[config.mk]
export PLATFORM = sky130hd
export DESIGN_NAME = spi_oled_btn_master
export DESIGN_NICKNAME = d
export VERILOG_FILES = /design/src/rtl/spi_oled_btn_master.sv
export SDC_FILE = /design/constraint.sdc
export NUM_CORES = 1
export LEC_CHECK = 0
export ABC_AREA = 1
export BUFFER_PORTS_ARGS = -buffer_cell sky130_fd_sc_hd__clkbuf_2
export CORE_MARGIN = 10
export CORE_UTILIZATION = 59
export DETAILED_ROUTE_END_ITERATION = 6
export GPL_TIMING_DRIVEN = 0
export PLACE_DENSITY_LB_ADDON = 0.1
export SKIP_LAST_GASP = 1
export SYNTH_ARGS = -nofsm -noshare
export SYNTH_HDL_FRONTEND = slang
export SYNTH_SLANG_ARGS = --single-unit
export TNS_END_PERCENT = 10
[constraint.sdc]
create_clock -name clk_25mhz -period 2.1 [get_ports clk_25mhz]
set_input_delay 0.315 -clock clk_25mhz [delete_from_list [all_inputs] [get_ports clk_25mhz]]
set_output_delay 0.315 -clock clk_25mhz [all_outputs]
set_load 0.01 [all_outputs]
[src/rtl/spi_oled_btn_master.sv]
// SPI initiator (mode 0, MSB first) for the shared OLED/button bus.
// Each byte is sent on MOSI while the bus responder's byte is captured from MISO,
// so a single frame writes the OLED and reads the button state back.
// Bytes come in over a valid/ready stream; tx_last closes the frame.
//
// Ports:
//   clk_25mhz, resetn          clock, asynchronous active-low reset
//   tx_valid/tx_ready          byte handshake (ready in IDLE and WAIT)
//   tx_data/tx_dc/tx_last      byte, OLED D/C level, end-of-frame flag
//   rx_valid/rx_data           one-cycle pulse with the captured MISO byte
//   busy                       high whenever the FSM is not IDLE
//   spi_csn/spi_clk/spi_mosi/spi_dc/spi_miso   SPI pins
module spi_oled_btn_master #(
    parameter int C_clk_div = 4,
    parameter int C_bits    = 8
) (
    input  logic              clk_25mhz,
    input  logic              resetn,
    input  logic              tx_valid,
    output logic              tx_ready,
    input  logic [C_bits-1:0] tx_data,
    input  logic              tx_dc,
    input  logic              tx_last,
    output logic              rx_valid,
    output logic [C_bits-1:0] rx_data,
    output logic              busy,
    output logic              spi_csn,
    output logic              spi_clk,
    output logic              spi_mosi,
    output logic              spi_dc,
    input  logic              spi_miso
);

    localparam int CW = (C_clk_div > 1) ? $clog2(C_clk_div) : 1;
    localparam int BW = $clog2(C_bits + 1);

    typedef enum logic [2:0] {
        IDLE, SETUP, LOW, HIGH, BYTE_END, WAIT, HOLD, GAP
    } state_t;

    state_t            state;
    logic [CW-1:0]     cnt;
    logic [BW-1:0]     bit_cnt;
    logic [C_bits-1:0] tx_sh;
    logic [C_bits-1:0] rx_sh;
    logic              last_q;
    logic              phase_done;

    assign phase_done = (cnt == CW'(C_clk_div - 1));
    assign tx_ready   = (state == IDLE) || (state == WAIT);
    assign busy       = (state != IDLE);

    always_ff @(posedge clk_25mhz or negedge resetn) begin
        if (!resetn) begin
            state    <= IDLE;
            cnt      <= '0;
            bit_cnt  <= '0;
            tx_sh    <= '0;
            rx_sh    <= '0;
            last_q   <= 1'b0;
            rx_valid <= 1'b0;
            rx_data  <= '0;
            spi_csn  <= 1'b1;
            spi_clk  <= 1'b0;
            spi_mosi <= 1'b0;
            spi_dc   <= 1'b0;
        end else begin
            rx_valid <= 1'b0;
            case (state)
                IDLE, WAIT: begin
                    cnt <= '0;
                    if (tx_valid) begin
                        // Latch the whole byte so later input changes are ignored.
                        tx_sh    <= tx_data;
                        spi_mosi <= tx_data[C_bits-1];
                        spi_dc   <= tx_dc;
                        last_q   <= tx_last;
                        bit_cnt  <= '0;
                        spi_csn  <= 1'b0;
                        state    <= SETUP;
                    end
                end
                SETUP, LOW: begin
                    if (phase_done) begin
                        // Rising edge: sample MISO as SCK goes high.
                        cnt     <= '0;
                        spi_clk <= 1'b1;
                        rx_sh   <= {rx_sh[C_bits-2:0], spi_miso};
                        bit_cnt <= bit_cnt + 1'b1;
                        state   <= HIGH;
                    end else begin
                        cnt <= cnt + 1'b1;
                    end
                end
                HIGH: begin
                    if (phase_done) begin
                        cnt     <= '0;
                        spi_clk <= 1'b0;
                        if (bit_cnt == BW'(C_bits)) begin
                            rx_valid <= 1'b1;
                            rx_data  <= rx_sh;
                            state    <= BYTE_END;
                        end else begin
                            // Falling edge: advance MOSI to the next bit.
                            tx_sh    <= {tx_sh[C_bits-2:0], 1'b0};
                            spi_mosi <= tx_sh[C_bits-2];
                            state    <= LOW;
                        end
                    end else begin
                        cnt <= cnt + 1'b1;
                    end
                end
                BYTE_END: begin
                    cnt   <= '0;
                    state <= last_q ? HOLD : WAIT;
                end
                HOLD: begin
                    if (phase_done) begin
                        cnt     <= '0;
                        spi_csn <= 1'b1;
                        state   <= GAP;
                    end else begin
                        cnt <= cnt + 1'b1;
                    end
                end
                GAP: begin
                    // Guarantees minimum CSn-high time even with tx_valid held.
                    if (phase_done) begin
                        cnt   <= '0;
                        state <= IDLE;
                    end else begin
                        cnt <= cnt + 1'b1;
                    end
                end
                default: begin
                    cnt   <= '0;
                    state <= IDLE;
                end
            endcase
        end
    end

endmodule

==> results of run 1 <==
## registers in the layout, summed over array words and instances (netlist names)
name,count
state,3
rx_sh,8
spi_csn,1
bit_cnt,4
tx_sh,7
spi_clk,1
cnt,2
spi_mosi,1
rx_data,8
rx_valid,1
spi_dc,1
last_q,1
## layer usage
layer	up-vias	global-route usage (%)	wire [um]
li1	737	-	-
met1	663	16.8	1600
met2	29	21.3	1720
met3	6	4.86	221
met4	0	7.14	59
met5	-	0	0
## cells in the final DEF (no fill, tap or decap), drive strengths merged
| cell | instances |
|---|---|
| buf | 4 |
| bufinv | 2 |
| clkbuf | 34 |
| dfrtp | 37 |
| dfstp | 1 |
| ha | 3 |
| inv | 23 |
| nand2 | 93 |
| nand3 | 17 |
| nand3b | 1 |
| nand4 | 1 |
| nor2 | 11 |
| o21a | 1 |
| o21ai | 19 |
| o31ai | 1 |
| or2 | 1 |
| xnor2 | 1 |
| xor2 | 1 |
## worst max-delay path, stage by stage, from the launching register on
cell,delay (ns)
dfrtp_1,0.43
inv_1,0.12
nand2_1,0.13
nand3_1,0.16
inv_1,0.05
clkbuf_2,0.12
## per-stage QoR
step                      setup WS, ns  util, %  instance area, um2  std cells
after global placement           0.536     69.7                1970        274
after global routing             0.303     73.6                2080        282
after floorplan                  0.696        -                1790        215
after CTS                        0.417     73.6                2080        282
final                            0.437     73.6                2080        282
after detailed placement         0.534     69.7                1970        274
## power by group through the flow
stage / combinational, mW / sequential, mW / clock [mW]
after floorplan: 0.878 / 1.14 / 0
final: 1.19 / 1.13 / 0.649
after CTS: 1.21 / 1.13 / 0.657
after global routing: 1.39 / 1.17 / 0.686
after detailed placement: 1.19 / 1.15 / 0
after global placement: 1.17 / 1.14 / 0
## cells by family after synthesis
family,synth area share (%)
compound gates,7.61
xor+xnor,0.978
fa+ha+maj,2.10
buf+inv,7.12
flops,53.1
simple gates,29.1
## layout make-up
class                      count  area, um2
fill                         233        747
clock buffer                   6       51.3
sequential                    38        952
inverter                      23       86.3
tap                           31       38.8
timing repair buffer          28        140
multi-input combinational    150        712
clock inverter                 2       60.1
buffer                         4       41.3
## final timing paths
| kind | from | to | slack, ns |
|---|---|---|---|
| max | state[0] | tx_ready | 0.44 |
| min | resetn | rx_valid | 0.06 |
| max reg2reg | state[1] | tx_sh[0] | 0.51 |
| min reg2reg | cnt[0] | cnt[0] | 0.44 |
| max in group asynchronous | resetn | cnt[0] | 1.48 |
| min in group clk_25mhz | tx_dc | spi_dc | 0.16 |
==> flow_metrics.tcl, run 1 <==
set metrics [dict create \
    final-max-slew-violation-count 0 \
    critical_path.endpoint_type "primary output" \
    synth_flop_cell "dfrtp_1" \
    clk_pin_slew_ns 0.12 \
    ys_types 23 \
    hp-class "input port to asynchronous set/reset pin" \
    wl_per_cell_um 12.8 \
    maxCapViolCount 0 \
    grt_max_degree 39 \
    grt_pass1_wl_mm 6.00 \
    fin_skew_ns 0.0118 \
    first_pass_iters 4 \
    worst_slew_pin_slew_ns 0.901 \
    gp_congestion 0.885 \
    yosysSeqAreaShare_pct 53.1 \
    yosysMostFrequentCell "nand2_1" \
    min_period_ns 1.66 \
    antennaDiodeCount 0 \
    numPortBuffers 28 \
    drive_gt1_share_pct 22.7 \
    period_share_pct 79.2 \
    route.detailed.drc 0 \
    r2r_cells 8 \
    syn_to_final_growth_pct 16.2 \
    p_switching_mw 1.19 \
    yosysWarnings 0 \
    ys_async_sr_fraction_pct 100 \
    outcome "finished, final reports clean" \
    fp.coreArea_um2 2830 \
    fin_tns_setup_ns 0 \
    intPower_mw 1.78 \
    vias_per_cell 5.09 \
    first_iter_violations 161 \
    synth_top_area_share_pct 51.7 \
    peakVddDrop_mv 0.870 \
    row_count 19 \
    wl_mm 3.60 \
    cts_resized 0 \
    max_freq_mhz 601 \
    pwr-share-comb_pct 40.1 \
    die_w_um 75.1 \
    grt_setup_unrepaired "no" \
    die_h_um 75.1 \
    p_sw_share_pct 40.1 \
    clockPowerShare_pct 21.8 \
    fp.dieArea_um2 5640 \
    num_vias 1435 \
    hpwl_mm 2.52 \
    numCtsBuffers 5 \
    netlist_instances 215 \
    syn_area_um2 1790 \
    synthTopCellsByArea "dfrtp_1, nand2_1, nand3_1" \
    syn_nets 232 \
    final_antenna_net_count 0 \
    grt_pass1_vias 1352 \
    cts_root_buf "clkbuf_4" \
    ys_seq_elements 38 \
    nets 267 \
    postSynthAreaPerCell_um2 8.33 \
    slew_headroom_pct 39.9 \
    pwr-share-seq_pct 38.1 \
    synth_edf_count 0 \
    io_pins 29 \
    antenna_found_initial 0 \
    start_util_pct 63.3 \
    crit_fanout 5 \
    cts_tree "yes" \
    leakagePower_nw 1.16 \
    clk_latency_ns 0.36 \
    yosys-top-cells-count "nand2_1, dfrtp_1, inv_1, nand3_1, o21ai_0" \
    h-tree-depth 2 \
    synth_area_leader_cell "dfrtp_1" \
    holdBufCountCts 0 \
    power.total_mw 2.98 \
    critPathKind "flip-flop to primary output" \
    cts_buffer_depth 2 \
    power_density_nw_per_um2 1430 \
    cp-start-kind "flip-flop" \
    grt_overflow 0 \
    hold_ws_ns 0.0588 \
    setup_viol 0 \
    postCtsSetupBuffers 0 \
    worstPathRequired_ns 1.78 \
    cts.sinks 38 \
    arrival_ns 1.35 \
    hold_violations 0 \
    grt_usage_pct 13.9 \
]
Note: power is estimated with default switching activity, not from simulation.
==> inputs of run 2 (changes only) <==
--- a/config.mk
+++ b/config.mk
@@ -8,7 +8,7 @@
 export ABC_AREA = 1
 export BUFFER_PORTS_ARGS = -buffer_cell sky130_fd_sc_hd__clkbuf_2
 export CORE_MARGIN = 10
-export CORE_UTILIZATION = 59
+export CORE_UTILIZATION = 50
 export DETAILED_ROUTE_END_ITERATION = 6
 export GPL_TIMING_DRIVEN = 0
 export PLACE_DENSITY_LB_ADDON = 0.1
==> constraint.sdc (replaced) <==
create_clock -name clk_25mhz -period 1.45 [get_ports clk_25mhz]
set_input_delay 0.2175 -clock clk_25mhz [delete_from_list [all_inputs] [get_ports clk_25mhz]]
set_output_delay 0.2175 -clock clk_25mhz [all_outputs]
set_load 0.01 [all_outputs]
==> flow_metrics.tcl, run 2 (synthesis gave the netlist of run 1 again) <==
set metrics [dict create \
    nets 275 \
    final_cell_mix "nand2_1, dfrtp_1, clkbuf_2" \
    hp-class "input port to flip-flop" \
    slew_headroom_pct 40.4 \
    first_pass_iters 7 \
    hpwl_mm 2.47 \
    crit_fanout 10 \
    grt_pass1_vias 1415 \
    die_h_um 79.9 \
    numPortBuffers 28 \
    wl_mm 3.54 \
    cts_buffer_depth 2 \
    critical_path.endpoint_type "flip-flop" \
    clk_pin_slew_ns 0.11 \
    gp_congestion 0.873 \
    critPathKind "flip-flop to flip-flop" \
    pre_cts_slack_ns -0.115 \
    syn_to_final_growth_pct 20.2 \
    antennaDiodeCount 0 \
    cp-start-kind "flip-flop" \
    row_count 21 \
    maxCapViolCount 0 \
    io_pins 29 \
    worstPathRequired_ns 1.70 \
    fp.dieArea_um2 6380 \
    dp.cells 289 \
    arrival_ns 1.71 \
    drive_gt1_share_pct 29.3 \
    h-tree-depth 2 \
    top_regs "rx_data x8, rx_sh x8, tx_sh x7" \
    final-max-slew-violation-count 0 \
    cts_root_buf "clkbuf_4" \
    num_vias 1459 \
    die_w_um 79.9 \
    grt_overflow 0 \
    clk_latency_ns 0.35 \
    worst_slew_pin_slew_ns 0.894 \
    cts.sinks 38 \
    vias_per_cell 4.78 \
    fp.coreArea_um2 3390 \
    fin_skew_ns 0.0125 \
    wl_per_cell_um 11.6 \
    antenna_found_initial 0 \
    numCtsBuffers 5 \
    grt_setup_unrepaired "yes" \
    start_util_pct 52.9 \
    setup_viol 3 \
    power_density_nw_per_um2 1940 \
    leakagePower_nw 1.19 \
    layout.cells.non_filler 305 \
    grt_max_degree 39 \
    violations "negative setup slack" \
    peakVddDrop_mv 1.44 \
    final_common_cell "nand2_1" \
    route.detailed.drc 0 \
    final_antenna_net_count 0 \
    timing.final.ws_setup_ns -0.0173 \
    fin_tns_setup_ns -0.0309 \
    max_freq_mhz 682 \
    outcome "complete, but fails checks" \
    period_share_pct 101 \
    grt_pass1_wl_mm 6.15 \
    hold_violations 0 \
    first_iter_violations 100 \
    grt_usage_pct 12.1 \
    final_util_pct 63.5 \
    cts_tree "yes" \
    min_period_ns 1.47 \
]
## run 2: cell types whose count changed in the layout (fill, tap and decap cells not counted), moves of 3 or more
cell / delta
inv_2: +4
buf_4: +7
inv_1: -4
nand2_1: -3
nand3_1: -3
## run 2: path summary, 6_finish.rpt
path                       cells past startpoint  slack (ns)         end       start
min in group asynchronous                      2        0.50    tx_sh[4]      resetn
min reg2reg                                    1        0.46      cnt[0]      cnt[0]
min                                            3        0.06      spi_dc       tx_dc
max in group asynchronous                      2        0.32    state[0]      resetn
max                                            8       -0.02  rx_data[1]  bit_cnt[0]
max reg2reg                                    8       -0.02  rx_data[1]  bit_cnt[0]
## run 2: final cells by class
cell class / count / area [um2]
Sequential cell: 38 / 955
Timing Repair Buffer: 36 / 203
Fill cell: 298 / 1240
Clock buffer: 6 / 51.3
Multi-Input combinational cell: 150 / 747
Buffer: 4 / 41.3
Clock inverter: 2 / 12.5
Tap cell: 46 / 57.6
Inverter: 23 / 86.3
## run 2: what timing repair did
item | in CTS | in global routing
pin swaps | 1 | 2
resized for setup | 7 | 7
hold buffers | 1 | 0
setup buffers | 4 | 3
setup endpoints to repair | 18 | 33
cloned | 0 | 0
endpoints found under the hold margin | 8 | 0
## run 2: worst max-delay path, stage by stage (launching register included)
cell,delay (ns)
dfrtp_1,0.40
inv_1,0.08
ha_1,0.15
nand3b_1,0.10
or2_1,0.25
buf_6,0.14
buf_6,0.15
nand2_2,0.06
o21ai_2,0.05
## run 2: stage by stage
stage / total power [mW] / hold WS, ns / instance area, um2
floorplan: 2.92 / -0.0781 / 1790
global placement: 3.37 / 0.404 / 1990
detailed placement: 3.39 / 0.396 / 1990
CTS: 4.08 / 0.0595 / 2110
global route: 4.55 / 0.0778 / 2150
finish: 4.17 / 0.0626 / 2150
## run 2: per-layer routing
metal  global-route usage, %  share of wire [%]
met5                       0                  0
met4                    5.46                1.6
met3                    5.74                8.0
met2                    18.1                 44
met1                    14.4                 46
## run 2: power breakdown
group	internal [mW]	switching [mW]
Sequential	1.43	0.222
Clock	0.233	0.362
Combinational	0.688	1.23
==> inputs of run 3 (changes only) <==
--- a/config.mk
+++ b/config.mk
@@ -10,7 +10,7 @@
 export CORE_MARGIN = 10
 export CORE_UTILIZATION = 50
 export DETAILED_ROUTE_END_ITERATION = 6
-export GPL_TIMING_DRIVEN = 0
+export GPL_TIMING_DRIVEN = 1
 export PLACE_DENSITY_LB_ADDON = 0.1
 export SKIP_LAST_GASP = 1
 export SYNTH_ARGS = -nofsm -noshare
==> flow_metrics.tcl, run 3 (synthesis gave the netlist of run 1 again) <==
set metrics [dict create \
    critical_path.endpoint_type "primary output" \
    design_area_um2 2400 \
    grt_setup_unrepaired "yes" \
    num_vias 1565 \
    drive_gt1_share_pct 35.1 \
    grt_pass1_vias 1473 \
    top_regs "rx_data x8, rx_sh x8, tx_sh x7" \
    hpwl_mm 2.65 \
    first_iter_violations 112 \
    cp_num_buf_inv 4 \
    hold_violations 0 \
    final_antenna_net_count 0 \
    peakVddDrop_mv 1.31 \
    power_density_nw_per_um2 2130 \
    slowest_stage "dfrtp_2" \
    die_w_um 79.9 \
    worstPathRequired_ns 1.23 \
    hp-class "input port to flip-flop" \
    timing.final.ws_setup_ns -0.0378 \
    layout.cells.non_filler 322 \
    worst_slew_pin_slew_ns 0.407 \
    fp.coreArea_um2 3390 \
    multi_input_area_um2 777 \
    final_cell_mix "nand2_1, dfrtp_1, clkbuf_2" \
    final-max-slew-violation-count 0 \
    die_h_um 79.9 \
    vias_per_cell 4.86 \
    start_util_pct 52.9 \
    arrival_ns 1.27 \
    cp-start-kind "flip-flop" \
    dpl-instance-area_um2 2060 \
    crit_fanout 5 \
    nets 292 \
    setup_viol 2 \
    maxCapViolCount 0 \
    cts_tree "yes" \
    syn_to_final_growth_pct 33.9 \
    cts.sinks 38 \
    grt_overflow 0 \
    row_count 21 \
    hold_ws_ns 0.0582 \
    antennaDiodeCount 0 \
    power.total_mw 5.11 \
    route.detailed.drc 0 \
    critPathKind "flip-flop to primary output" \
    path_cells "inv_2, buf_6, nand2_4, nand3_4, inv_2, buf_6" \
    wl_mm 4.02 \
    grt_max_degree 25 \
    gp_congestion 0.951 \
    io_pins 29 \
    max_freq_mhz 672 \
    dp.cells 297 \
    outcome "complete, but fails checks" \
    regArea_um2 953 \
    fin_tns_setup_ns -0.0587 \
    leakagePower_nw 1.31 \
    fillers 246 \
    antenna_found_initial 0 \
    cp_top_family "flip-flops" \
    h-tree-depth 2 \
    first_pass_iters 4 \
    numCtsBuffers 5 \
    violations "negative setup slack" \
    final_util_pct 70.8 \
    final_common_cell "nand2_1" \
    period_share_pct 103 \
    grt_pass1_wl_mm 6.69 \
    pre_cts_slack_ns 0.0348 \
    grt_usage_pct 12.9 \
    cts_buffer_depth 2 \
    cpPeakStageDelay_ns 0.46 \
    cts_root_buf "clkbuf_4" \
    numPortBuffers 28 \
    clk_pin_slew_ns 0.11 \
    fp.dieArea_um2 6380 \
    clk_latency_ns 0.36 \
    min_period_ns 1.49 \
    fin_skew_ns 0.0167 \
    slew_headroom_pct 72.9 \
    wl_per_cell_um 12.5 \
]
run 3: final cells by class:
type | instances | area share (%)
Clock buffer | 5 | 1.56
Tap cell | 46 | 2.40
Multi-Input combinational cell | 150 | 32.4
Inverter | 23 | 3.70
Timing Repair Buffer | 57 | 17.4
Sequential cell | 38 | 39.7
Clock inverter | 3 | 2.87
run 3: path summary, 6_finish.rpt:
kind,startpoint,end,slack [ns],cells after the start
worst min-delay path,tx_last,last_q,0.06,3
worst max-delay path,state[2],tx_ready,-0.04,6
max in group asynchronous,resetn,rx_data[1],0.68,3
worst max register to register,state[0],rx_data[0],0,8
min in group asynchronous,resetn,tx_sh[3],0.31,2
worst min register to register,cnt[0],cnt[0],0.44,1
run 3: tightest hold or removal path, stage by stage:
cell and delay, ns:
clkbuf_2 0.07, nand2_1 0.04, nand2_1 0.05
run 3: layer usage:
layer | vias to the layer above | part of all wire, % | track usage, %
met2 | 34 | 46 | 19.1
met3 | 10 | 6.4 | 5.18
met5 | - | 0 | 0
li1 | 791 | - | -
met4 | 0 | 3.0 | 5.99
met1 | 730 | 44 | 16.0
run 3: power breakdown:
| part | switching, mW | leakage, nW | internal (mW) | total (mW) |
|---|---|---|---|---|
| registers | 0.224 | 0.470 | 1.43 | 1.66 |
| logic | 1.43 | 0.785 | 1.11 | 2.54 |
| clock network | 0.375 | 0.0554 | 0.539 | 0.914 |
| total | 2.03 | 1.31 | 3.08 | 5.11 |
run 3: timing repair:
item / 4_1_cts / 5_1_grt
setup endpoints to repair: 3 / 35
gates resized for setup: 5 / 27
pin swaps: 0 / 6
buffers inserted: 6 / 10
hold buffers: 1 / 0
endpoints found under the hold margin: 13 / 0
